`config.mk`:
```
export PLATFORM = sky130hd
export DESIGN_NAME = pc_sequencer_flat
export DESIGN_NICKNAME = d
export VERILOG_FILES = /design/src/rtl/pc_seq_pkg.sv /design/src/rtl/pc_sequencer_if.sv /design/src/rtl/pc_sequencer_redirect_buf.sv /design/src/rtl/pc_sequencer.sv /design/src/flat_wrapper.sv
export SDC_FILE = /design/constraint.sdc
export NUM_CORES = 1
export LEC_CHECK = 0
export CAP_MARGIN = 20
export CORE_UTILIZATION = 40
export DETAILED_ROUTE_END_ITERATION = 16
export PLACE_DENSITY_LB_ADDON = 0.2
export SLEW_MARGIN = 20
export SYNTH_ARGS = -nofsm -noshare
export SYNTH_HDL_FRONTEND = slang
export SYNTH_SLANG_ARGS = --single-unit
```
`constraint.sdc`:
```
create_clock -name clk -period 2.9 [get_ports clk]
set_input_delay 0.29 -clock clk [delete_from_list [all_inputs] [get_ports clk]]
set_output_delay 0.29 -clock clk [all_outputs]
set_load 0.02 [all_outputs]
```
`src/rtl/pc_seq_pkg.sv`:
```
// Shared types and constants for the program-counter sequencer.
// Interrupt support is compiled in with the PC_SEQ_IRQ_EN macro.
package pc_seq_pkg;

  localparam int unsigned ADDR_W = 16;

  localparam logic [ADDR_W-1:0] DEFAULT_RESET_VECTOR = 16'h0000;
  localparam logic [ADDR_W-1:0] DEFAULT_IRQ_VECTOR   = 16'h0004;

  typedef enum logic [1:0] {
    ST_RESET_VEC = 2'd0,
    ST_FETCH     = 2'd1,
    ST_HALTED    = 2'd2
  } state_t;

endpackage

```
`src/rtl/pc_sequencer_if.sv`:
```
// Counter, fetch-handshake and control signals between the sequencer and its neighbours.
// The irq/irq_ack/epc signals are always present; they only do work with PC_SEQ_IRQ_EN.
interface pc_sequencer_if;
  import pc_seq_pkg::*;

  logic [ADDR_W-1:0] pc;
  logic              load;
  logic [ADDR_W-1:0] load_data;
  logic              fetch_valid;
  logic [ADDR_W-1:0] fetch_addr;
  logic              fetch_ready;
  logic              branch_valid;
  logic [ADDR_W-1:0] branch_target;
  logic              halt;
  logic              resume;
  logic              halted;
  logic              irq;
  logic              irq_ack;
  logic [ADDR_W-1:0] epc;

  modport master (
    input  pc, fetch_ready, branch_valid, branch_target, halt, resume, irq,
    output load, load_data, fetch_valid, fetch_addr, halted, irq_ack, epc
  );

  modport slave (
    output pc, fetch_ready, branch_valid, branch_target, halt, resume, irq,
    input  load, load_data, fetch_valid, fetch_addr, halted, irq_ack, epc
  );

endinterface

```
`src/rtl/pc_sequencer_redirect_buf.sv`:
```
// Single-entry buffer for a redirect that arrives while a fetch is stalled.
// A new capture overwrites the old target; capture wins over clear.
module redirect_buf
  import pc_seq_pkg::*;
(
  input  logic              clk,
  input  logic              rst,
  input  logic              capture,
  input  logic              clear,
  input  logic [ADDR_W-1:0] target,
  output logic              pend_valid,
  output logic [ADDR_W-1:0] pend_target
);

  always_ff @(posedge clk) begin
    if (rst) begin
      pend_valid  <= 1'b0;
      pend_target <= '0;
    end else if (capture) begin
      pend_valid  <= 1'b1;
      pend_target <= target;
    end else if (clear) begin
      pend_valid  <= 1'b0;
    end
  end

endmodule

```
`src/rtl/pc_sequencer.sv`:
```
// Program-counter sequencer: drives the counter's load port and the fetch handshake.
// Optional interrupt entry is enabled by defining PC_SEQ_IRQ_EN.
module pc_sequencer
  import pc_seq_pkg::*;
#(
  parameter logic [ADDR_W-1:0] RESET_VECTOR = DEFAULT_RESET_VECTOR,
  parameter logic [ADDR_W-1:0] IRQ_VECTOR   = DEFAULT_IRQ_VECTOR
) (
  input  logic           clk,
  input  logic           rst,
  pc_sequencer_if.master bus
);

  state_t            state;
  logic              halt_req;
  logic              accept;
  logic              halt_any;
  logic              irq_take;
  logic              redir;
  logic [ADDR_W-1:0] redir_tgt;
  logic              buf_capture;
  logic              buf_clear;
  logic              pend_valid;
  logic [ADDR_W-1:0] pend_target;

  assign accept    = (state == ST_FETCH) && bus.fetch_ready;
  assign halt_any  = bus.halt || halt_req;
  assign redir     = bus.branch_valid || pend_valid;
  assign redir_tgt = bus.branch_valid ? bus.branch_target : pend_target;
  assign bus.fetch_addr = bus.pc;

  redirect_buf u_redirect_buf (
    .clk         (clk),
    .rst         (rst),
    .capture     (buf_capture),
    .clear       (buf_clear),
    .target      (bus.branch_target),
    .pend_valid  (pend_valid),
    .pend_target (pend_target)
  );

`ifdef PC_SEQ_IRQ_EN
  logic [ADDR_W-1:0] seq_next;
  logic              irq_ack_q;
  logic [ADDR_W-1:0] epc_q;

  // Halt outranks the interrupt; the interrupt only enters on an accepted fetch.
  assign irq_take = accept && bus.irq && !halt_any;
  assign seq_next = redir ? redir_tgt : bus.pc + ADDR_W'(1);

  always_ff @(posedge clk) begin
    if (rst) begin
      irq_ack_q <= 1'b0;
      epc_q     <= '0;
    end else begin
      irq_ack_q <= irq_take;
      if (irq_take) epc_q <= seq_next;
    end
  end

  assign bus.irq_ack = irq_ack_q;
  assign bus.epc     = epc_q;
`else
  logic [ADDR_W:0] unused_irq;

  assign unused_irq  = {bus.irq, IRQ_VECTOR};
  assign irq_take    = 1'b0;
  assign bus.irq_ack = 1'b0;
  assign bus.epc     = '0;
`endif

  // Counter control: hold by default, increment only on a plain accepted fetch.
  always_comb begin
    bus.load      = 1'b1;
    bus.load_data = bus.pc;
    buf_capture   = 1'b0;
    buf_clear     = 1'b0;
    if (rst) begin
      bus.load_data = RESET_VECTOR;
    end else begin
      case (state)
        ST_RESET_VEC: bus.load_data = RESET_VECTOR;
        ST_FETCH: begin
          if (accept) begin
            buf_clear = 1'b1;
            if (irq_take)   bus.load_data = IRQ_VECTOR;
            else if (redir) bus.load_data = redir_tgt;
            else            bus.load      = 1'b0;
          end else begin
            buf_capture = bus.branch_valid;
          end
        end
        ST_HALTED: if (bus.branch_valid) bus.load_data = bus.branch_target;
        default: bus.load_data = RESET_VECTOR;
      endcase
    end
  end

  // State, handshake and halt flags; a halt seen during a stall waits for acceptance.
  always_ff @(posedge clk) begin
    if (rst) begin
      state           <= ST_RESET_VEC;
      halt_req        <= 1'b0;
      bus.fetch_valid <= 1'b0;
      bus.halted      <= 1'b0;
    end else begin
      case (state)
        ST_RESET_VEC: begin
          state           <= ST_FETCH;
          bus.fetch_valid <= 1'b1;
        end
        ST_FETCH: begin
          if (accept) begin
            halt_req <= 1'b0;
            if (halt_any) begin
              state           <= ST_HALTED;
              bus.fetch_valid <= 1'b0;
              bus.halted      <= 1'b1;
            end
          end else if (bus.halt) begin
            halt_req <= 1'b1;
          end
        end
        ST_HALTED: begin
          if (bus.resume && !bus.halt) begin
            state           <= ST_FETCH;
            bus.fetch_valid <= 1'b1;
            bus.halted      <= 1'b0;
          end
        end
        default: begin
          state           <= ST_RESET_VEC;
          bus.fetch_valid <= 1'b0;
          bus.halted      <= 1'b0;
        end
      endcase
    end
  end

endmodule

```
`src/flat_wrapper.sv`:
```
// flat-port wrapper written by rule: the top's interface ports become plain ports
module pc_sequencer_flat import pc_seq_pkg::*;
#(
  parameter logic [ADDR_W-1:0] RESET_VECTOR = DEFAULT_RESET_VECTOR,
  parameter logic [ADDR_W-1:0] IRQ_VECTOR   = DEFAULT_IRQ_VECTOR
)
  (clk, rst, bus_pc, bus_fetch_ready, bus_branch_valid, bus_branch_target, bus_halt, bus_resume, bus_irq, bus_load, bus_load_data, bus_fetch_valid, bus_fetch_addr, bus_halted, bus_irq_ack, bus_epc);
  pc_sequencer_if bus_i ();
  input  logic clk;
  input  logic rst;
  input wire logic [$bits(bus_i.pc)-1:0] bus_pc;
  input wire logic [$bits(bus_i.fetch_ready)-1:0] bus_fetch_ready;
  input wire logic [$bits(bus_i.branch_valid)-1:0] bus_branch_valid;
  input wire logic [$bits(bus_i.branch_target)-1:0] bus_branch_target;
  input wire logic [$bits(bus_i.halt)-1:0] bus_halt;
  input wire logic [$bits(bus_i.resume)-1:0] bus_resume;
  input wire logic [$bits(bus_i.irq)-1:0] bus_irq;
  output wire logic [$bits(bus_i.load)-1:0] bus_load;
  output wire logic [$bits(bus_i.load_data)-1:0] bus_load_data;
  output wire logic [$bits(bus_i.fetch_valid)-1:0] bus_fetch_valid;
  output wire logic [$bits(bus_i.fetch_addr)-1:0] bus_fetch_addr;
  output wire logic [$bits(bus_i.halted)-1:0] bus_halted;
  output wire logic [$bits(bus_i.irq_ack)-1:0] bus_irq_ack;
  output wire logic [$bits(bus_i.epc)-1:0] bus_epc;
  assign bus_i.pc = bus_pc;
  assign bus_i.fetch_ready = bus_fetch_ready;
  assign bus_i.branch_valid = bus_branch_valid;
  assign bus_i.branch_target = bus_branch_target;
  assign bus_i.halt = bus_halt;
  assign bus_i.resume = bus_resume;
  assign bus_i.irq = bus_irq;
  assign bus_load = bus_i.load;
  assign bus_load_data = bus_i.load_data;
  assign bus_fetch_valid = bus_i.fetch_valid;
  assign bus_fetch_addr = bus_i.fetch_addr;
  assign bus_halted = bus_i.halted;
  assign bus_irq_ack = bus_i.irq_ack;
  assign bus_epc = bus_i.epc;
  pc_sequencer #(.RESET_VECTOR(RESET_VECTOR), .IRQ_VECTOR(IRQ_VECTOR)) u_core (.clk(clk), .rst(rst), .bus(bus_i));
endmodule
```
== Yosys cells after proc, flatten, opt, wreduce, memory -nomap -nowiden ==
Index checks and enable logic that the tools add are counted.

* Bitwise gates (word level): 1
* Reductions and logical operators: 11
* Multiplexer cells: 32
* Equal/unequal tests: 5

{| class="wikitable"
|+ Operators by type and width
! cell !! count
|-
| $mux 16 || 5
|-
| $pmux 16 s2 || 1
|-
| $mux 1 || 20
|-
| $mux 2 || 3
|-
| $ne 2x1->1 const B || 3
|-
| $pmux 1 s3 || 2
|-
| $pmux 2 s3 || 1
|-
| $reduce_and 4->1 || 1
|-
| $reduce_bool 2->1 || 2
|-
| $reduce_and 3->1 || 1
|-
| $eq 2x1->1 const B || 1
|-
| $eq 2x2->1 const B || 1
|-
| $logic_and 1x1->1 || 2
|-
| $logic_not 2->1 || 1
|-
| $logic_or 1x1->1 || 2
|-
| $reduce_and 2->1 || 1
|-
| $logic_not 1->1 || 1
|-
| $not 1->1 || 1
|}

* Input port bits: 39
* Word-level logic and storage cells: 55
* Output and inout port bits: 52
* Flip-flop bits (word level): 22

== Depth between registers and ports, before layout ==
Gate-level depths: netlist of the first run.

* Depth after elaboration: 7
* Mapped depth: 8
* Gate-level depth less buffers: 5

== Cells and area by module ==
A second synthesis of the first run with hierarchy kept.

* Cell total of the unflattened synthesis: 241
* Area, all modules: 2092.0 sq um

{| class="wikitable"
|+ Modules (own cells, without submodules)
! module !! cells an instance !! area an instance (sq um) !! times used !! sequential area each (sq um)
|-
| pc_sequencer || 185 || 1475.2 || 1 || 100.1
|-
| redirect_buf || 56 || 616.8 || 1 || 340.3
|}

== Worst setup path before layout of the first run ==
Ideal clock, no wire load.

* Path kind: reg-to-output
* From: register u_core.state[1]
* To: output bus_load_data[10]
* Slack: 1.121 ns
* Cell stages (with the launch flop): 8
* Data arrival time: 1.489 ns
* Path through: dfxtp_1 > inv_1 > ha_1 > clkbuf_2 > nand2_1 > clkbuf_1 > a21oi_1 > o21a_1

* Cells in the longest elaborated chain, start to end: 5

{| class="wikitable"
|+ Ends and longest elaborated chain
! item !! line !! RTL
|-
| start, declared || pc_sequencer.sv:14 || <nowiki>state_t state;</nowiki>
|-
| start signal, assigned || pc_sequencer.sv:102 || <nowiki>state <= ST_RESET_VEC;</nowiki>
|-
| start signal, assigned || pc_sequencer.sv:109 || <nowiki>state <= ST_FETCH;</nowiki>
|-
| start signal, assigned || pc_sequencer.sv:116 || <nowiki>state <= ST_HALTED;</nowiki>
|-
| $eq 2x1->1 || pc_sequencer.sv:26, pc_sequencer.sv:81 ||
|-
| $logic_and 1x1->1 || pc_sequencer.sv:26 || <nowiki>assign accept = (state == ST_FETCH) && bus.fetch_ready;</nowiki>
|-
| $mux 16 || pc_sequencer.sv:84 || <nowiki>if (accept) begin</nowiki>
|-
| $pmux 16 s2 * || pc_sequencer.sv:81 || <nowiki>case (state)</nowiki>
|-
| $mux 16 * || pc_sequencer.sv:78 || <nowiki>if (rst) begin</nowiki>
|-
| end, declared || flat_wrapper.sv:19 || <nowiki>output wire logic [$bits(bus_i.load_data)-1:0] bus_load_data;</nowiki>
|}

Every way passes the cells marked *; elsewhere a longest branch is shown, timed or not.

== Worst setup path in the final report of the first run ==
* From: register u_core.state[0]
* To: output bus_load_data[5]

Same word-level chain as after synthesis.

==> metrics.md, run 1 <==
| Metric | Value |
|---|---|
| Required @ worst endpoint | `2.61 ns` |
| CORE AREA | `4848 µm²` |
| Status | `complete, no violations` |
| Worst-Skew Late Latency | `0.26 ns` |
| RSZ-0062 raised after global routing | `false` |
| FF+latch count, synth | `22` |
| Cells after Synth | `258` |
| Slew margin rel. | `0.4257` |
| Area Overhead vs Synth | `29.61%` |
| Detail Route Antenna Nets | `0` |
| Antenna violations before repair | `0` |
| Row count | `25` |
| Worst EP arrival | `2.40 ns` |
| CTS H-tree depth | `1` |
| Crit Path Max Fanout | `21` |
| Nets | `348` |
| N_diodes | `0` |
| Mapped cell area | `2074 µm²` |
| Setup ws final | `0.2077 ns` |
| Fraction of layout cells with a size suffix above 1 | `0.1122` |
| I/O pins | `91` |
| Final wirelength | `5155 µm` |
| Vias in the first global route | `1786` |
| Hold Buf Count CTS | `0` |
| Final slew viol count | `0` |
| Clock skew | `0.001692 ns` |
| Gpl congestion | `0.7283` |
| Die X | `74.02 µm` |
| Die ar. | `5478 µm²` |
| Per-cell routed wire length | `13.93 µm` |
| Avg Cell Area, Syn | `8.041 µm²` |
| Final period utilization | `0.9284` |
| Initial DRC count | `141` |
| Startpoint types | `flip-flop` |
| Initial core utilization | `0.4279` |
| Final Critical Period | `2.692 ns` |
| Max Fclk | `371.4 MHz` |
| Hold Path Class | `flip-flop to flip-flop` |
| Largest net degree at the start of global routing | `28` |
| Worst-path clk slew | `0.08 ns` |
| Hold Fails Final Rpt | `0` |
| Fin Setup TNS | `0 ns` |
| Worst slew pin tran | `0.8615 ns` |
| Total gr overflow | `0` |
| Vias per cell | `5.127` |
| Yosys cell types | `30` |
| Post-synthesis async set-or-reset flop share | `0` |
| Final setup violation count | `0` |
| Peak supply drop | `0.0001891 V` |
| LEAKAGE | `0.9767 nW` |
| Placed cell area | `2631 µm²` |
| Port bufs | `72` |
| Worst-case clock buffer depth | `2` |
| Die height | `74.02 µm` |
| DP Worst Slack | `0.3361 ns` |
| Wire length of the first global-routing pass | `8487 µm` |
| Max-cap violation count | `0` |
| Clk root buf | `clkbuf_8` |
| Worst Setup End Kind | `output port` |
| Most used DFF post-synth | `dfxtp_1` |
| Clock net sink count | `22` |
| CP Class | `flip-flop to output port` |
| Residual DRC count | `0` |
| Synth warn | `0` |
| Finished Cell Area | `2689 µm²` |
| Placed insts | `366` |
| Sequential area share after synthesis | `0.2123` |
| EDFF count, synth | `0` |
| Pwr/cell area | `489.9 nW/µm²` |
| CTS tree | `built` |
| Post-DP HPWL | `3541 µm` |
| Power Total | `1.317 mW` |
| Vias post-DR | `1897` |
| Total GRT Usage | `0.2003` |
| 1st-pass router iterations | `4` |
| Non-filler instance count after layout | `370` |
| Inserted Clock Buffers | `3` |
## cells in the mapped netlist (all sizes together), types with 3 or more instances
cell type  instances  area share
ha                 5       0.030
o21a              16       0.058
clkbuf            12       0.024
inv                3      0.0054
mux2              16        0.11
a21oi             34       0.082
dfxtp             22        0.21
nand3b            16       0.058
nand2b             5       0.015
buf               45        0.16
a211oi             4       0.014
nand2             49       0.089
o21ai              3       0.013
mux2i              3       0.014
a32o              16       0.077
## final timing paths
check / startpoint / endpoint / slack (ns) / depth (start not counted)
worst max-delay path: u_core.state[0] / bus_load_data[5] / 0.21 / 5
worst min-delay path: u_core.u_redirect_buf.pend_target[11] / u_core.u_redirect_buf.pend_target[11] / 0.46 / 2
worst max register to register: u_core.state[1] / u_core.u_redirect_buf.pend_target[0] / 0.89 / 7
worst min register to register: u_core.u_redirect_buf.pend_target[11] / u_core.u_redirect_buf.pend_target[11] / 0.46 / 2
## metrics by stage
stage                     hold WS, ns    util
after global routing           0.4794  0.5546
after floorplan                0.3912       -
final                          0.4576  0.5546
after detailed placement       0.4465  0.5427
after CTS                      0.4578  0.5541
after global placement         0.4426  0.5427
## routing by layer
layer	global-route usage	wire length [µm]	vias to the layer above
met5	0	0	-
met4	0.03846	32	0
met3	0.04065	260	2
met2	0.3424	2356	53
met1	0.2620	2505	895
li1	-	-	947
## what timing repair did
item / in CTS / in global routing
hold endpoints to repair: 0 / 0
endpoints found under the setup margin: 0 / 12
resized for setup: 0 / 1
setup buffers: 0 / 0
## state kept, by name, summed over array words and instances, names as in the netlist
name and cells:
u_core.u_redirect_buf.pend_target 16, u_core.u_redirect_buf.pend_valid 1, u_core.bus.fetch_valid 1, u_core.state 2, u_core.halt_req 1, u_core.bus.halted 1
## power breakdown
part | internal [mW] | switching [mW] | total, mW
logic | 0.334 | 0.403 | 0.737
registers | 0.336 | 0.0269 | 0.363
clock network | 0.121 | 0.0960 | 0.217
## worst max-delay path, stage by stage, from the launching register on
cell	delay (ns)
dfxtp_1	0.36
inv_1	0.10
ha_1	0.73
a32o_1	0.22
o21a_1	0.12
clkdlybuf4s50_1	0.60
## cell type report
cell class / count / area (µm²)
Multi-Input combinational cell: 192 / 1295
Clock buffer: 4 / 55.05
Fill cell: 481 / 2160
Inverter: 3 / 11.26
Timing Repair Buffer: 82 / 803.3
Tap cell: 67 / 83.83
Sequential cell: 22 / 440.4
## placed cells by master (no fill, tap or decap), types with 4 or more instances in the layout
cell	n
a211oi_1	4
a21oi_1	34
a32o_1	16
buf_4	9
clkbuf_8	4
clkdlybuf4s50_1	71
conb_1	17
dfxtp_1	22
ha_1	4
mux2_4	13
nand2_1	49
nand2b_1	5
nand3b_1	16
o21a_1	16
## logic make-up (layout without fill, tap and decap cells)
logic type,count (synthesis),in the layout,share of synthesized area
AOI/OAI and AO/OA,76,76,0.2557
and+or+nand+nor,75,75,0.1815
buffers and inverters,60,89,0.1936
DFF,22,22,0.2123
muxes,19,19,0.1248
adders and majority gates,5,5,0.03016
other,1,17,0.001808
(Power assumes the default switching activity.)
==> run 2, diff against run 1 <==
--- a/config.mk
+++ b/config.mk
@@ -6,8 +6,11 @@
 export NUM_CORES = 1
 export LEC_CHECK = 0
 export CAP_MARGIN = 20
-export CORE_UTILIZATION = 40
+export CELL_PAD_IN_SITES_DETAIL_PLACEMENT = 1
+export CELL_PAD_IN_SITES_GLOBAL_PLACEMENT = 1
+export CORE_UTILIZATION = 32
 export DETAILED_ROUTE_END_ITERATION = 16
+export MAX_ROUTING_LAYER = met4
 export PLACE_DENSITY_LB_ADDON = 0.2
 export SLEW_MARGIN = 20
 export SYNTH_ARGS = -nofsm -noshare
==> run 2 against run 1 <==
Effect of this change: flip-flop and latch count stayed put; fmax is 6.2% higher; largest cell class unchanged; wire length is 13% higher; clock power is 12% lower; register-to-register slack worse by 0.04 ns.
==> metrics.md, run 2 (synthesized netlist as in run 1, its figures left out) <==
| Metric | Value |
|---|---|
| Per-cell routed wire length | `15.41 µm (was 13.93 µm)` |
| CORE AREA | `6096 µm² (was 4848 µm²)` |
| Fin Setup TNS | `0 ns (unchanged)` |
| Detail Route Antenna Nets | `0 (unchanged)` |
| Clock skew | `0.003478 ns (was 0.001692 ns)` |
| CTS H-tree depth | `1 (unchanged)` |
| Fraction of layout cells with a size suffix above 1 | `0.1122 (unchanged)` |
| Most frequent cells in the layout | `71 x clkdlybuf4s50_1, 49 x nand2_1, 34 x a21oi_1, 22 x dfxtp_1, 17 x conb_1 (unchanged)` |
| Total gr overflow | `0 (unchanged)` |
| Pwr/cell area | `487.7 nW/µm² (was 489.9 nW/µm²)` |
| Post-DP HPWL | `4149 µm (was 3541 µm)` |
| Worst slew pin tran | `0.7702 ns (was 0.8615 ns)` |
| Commonest non-fill, non-tap cell in the layout | `clkdlybuf4s50_1 (unchanged)` |
| Largest register by flop count | `u_core.u_redirect_buf.pend_target (unchanged)` |
| CP Class | `primary input to output port (was flip-flop to output port)` |
| Max Fclk | `394.4 MHz (was 371.4 MHz)` |
| Post-CTS Setup Repair Bufs | `0 (unchanged)` |
| Inserted Clock Buffers | `3 (unchanged)` |
| Hold Path Class | `flip-flop to flip-flop (unchanged)` |
| Final setup violation count | `0 (unchanged)` |
| Startpoint types | `primary input (was flip-flop)` |
| Hold Fails Final Rpt | `0 (unchanged)` |
| Worst-path clk slew | `0.08 ns (about the same)` |
| Final Critical Period | `2.536 ns (was 2.692 ns)` |
| P_int | `772.4 µW (was 791.4 µW)` |
| Final wirelength | `5825 µm (was 5155 µm)` |
| LEAKAGE | `0.9743 nW (was 0.9767 nW)` |
| Clk root buf | `clkbuf_8 (unchanged)` |
| Worst-Skew Late Latency | `0.26 ns (about the same)` |
| Die X | `82.52 µm (was 74.02 µm)` |
| Slew margin rel. | `0.4836 (was 0.4257)` |
| Net Sw Frac | `0.4118 (was 0.3992)` |
| Vias post-DR | `1918 (was 1897)` |
| Worst-case clock buffer depth | `2 (unchanged)` |
| Initial core utilization | `0.3403 (was 0.4279)` |
| Wire length of the first global-routing pass | `9101 µm (was 8487 µm)` |
| Peak supply drop | `0.0002961 V (was 0.0001891 V)` |
| CTS tree | `built (unchanged)` |
| Area Overhead vs Synth | `29.79% (was 29.61%)` |
| Vias in the first global route | `1821 (was 1786)` |
| Clk network pwr share | `0.146 (was 0.165)` |
| Port bufs | `72 (unchanged)` |
| I/O pins | `91 (unchanged)` |
| Row count | `28 (was 25)` |
| Final slew viol count | `0 (unchanged)` |
| Worst Setup End Kind | `output port (unchanged)` |
| Largest net degree at the start of global routing | `37 (was 28)` |
| Final period utilization | `0.8744 (was 0.9284)` |
| Residual DRC count | `0 (unchanged)` |
| Max reg flops | `16 (unchanged)` |
| Crit Path Max Fanout | `7 (was 21)` |
| Die height | `82.52 µm (was 74.02 µm)` |
| Switching pwr | `540.9 µW (was 525.8 µW)` |
| Max-cap violation count | `0 (unchanged)` |
| Required @ worst endpoint | `2.61 ns (about the same)` |
| RSZ-0062 raised after global routing | `false (unchanged)` |
| Nets | `349 (was 348)` |
| Die ar. | `6809 µm² (was 5478 µm²)` |
| Gpl congestion | `0.6843 (was 0.7283)` |
| Vias per cell | `5.074 (was 5.127)` |
| Status | `complete, no violations (unchanged)` |
| Clock net sink count | `22 (unchanged)` |
| Sequential share of power | `0.277 (was 0.276)` |
| Initial DRC count | `72 (was 141)` |
| Antenna violations before repair | `0 (unchanged)` |
| Power Total | `1.313 mW (was 1.317 mW)` |
| Worst EP arrival | `2.25 ns (was 2.40 ns)` |
| Logic gate share of total power | `0.577 (was 0.560)` |
| Total GRT Usage | `0.1837 (was 0.2003)` |
| Largest registers | `u_core.u_redirect_buf.pend_target (16), u_core.state (2) (unchanged)` |
| N_diodes | `0 (unchanged)` |
| 1st-pass router iterations | `4 (unchanged)` |
## run 2: cell types whose count changed in the layout (fill, tap and decap cells not counted)
cell	before	now
clkbuf_8	4	3
buf_4	9	10
## run 2: final timing paths
| path | start | end | slack (ns) | cells after the start |
|---|---|---|---|---|
| max | bus_fetch_ready | bus_load_data[13] | 0.36 | 6 |
| min | u_core.u_redirect_buf.pend_target[1] | u_core.u_redirect_buf.pend_target[1] | 0.46 | 2 |
| max reg2reg | u_core.state[1] | u_core.u_redirect_buf.pend_target[2] | 0.85 | 6 |
| min reg2reg | u_core.u_redirect_buf.pend_target[1] | u_core.u_redirect_buf.pend_target[1] | 0.46 | 2 |
## run 2: cell type report
class	count	area (µm²)
Clock buffer	3	41.29
Multi-Input combinational cell	192	1295
Timing Repair Buffer	83	810.8
Fill cell	749	3403
Sequential cell	22	440.4
Inverter	3	11.26
Tap cell	75	93.84
## run 2: routing by layer
| metal | GRT usage | wire length, µm |
|---|---|---|
| met1 | 0.2305 | 2657 |
| met2 | 0.3190 | 2862 |
| met3 | 0.02637 | 271 |
| met4 | 0.02586 | 34 |
| met5 | - | 0 |
## run 2: stage by stage
| stage | hold slack, ns | worst slack, ns | cells | instance area [µm²] | util |
|---|---|---|---|---|---|
| CTS | 0.4624 | 0.1040 | 378 | 2690 | 0.4413 |
| floorplan | 0.3912 | 1.121 | 274 | 2135 | - |
| global placement | 0.4424 | 0.3597 | 375 | 2649 | 0.4345 |
| global route | 0.4739 | 0.2578 | 378 | 2693 | 0.4417 |
| finish | 0.4600 | 0.3643 | 378 | 2693 | 0.4417 |
| detailed placement | 0.4504 | 0.3672 | 375 | 2649 | 0.4345 |
## run 2: what timing repair did
item,in CTS,in global routing
endpoints found under the setup margin,0,2
resized for setup,0,1
hold buffers,0,0
## run 2: worst max-delay path, stage by stage
cell and delay [ns]:
clkdlybuf4s50_1 0.63, nand2_1 0.21, buf_4 0.22, a21oi_1 0.12, o21a_1 0.16, clkdlybuf4s50_1 0.61
## run 2: power groups by stage
stage,combinational (mW),clock [mW],sequential (mW)
6_report,0.757,0.192,0.364
3_3_place_gp,0.748,0,0.368
2_1_floorplan,0.492,0,0.373
4_1_cts,0.766,0.203,0.364
5_1_grt,0.820,0.216,0.368
3_5_place_dp,0.764,0,0.370
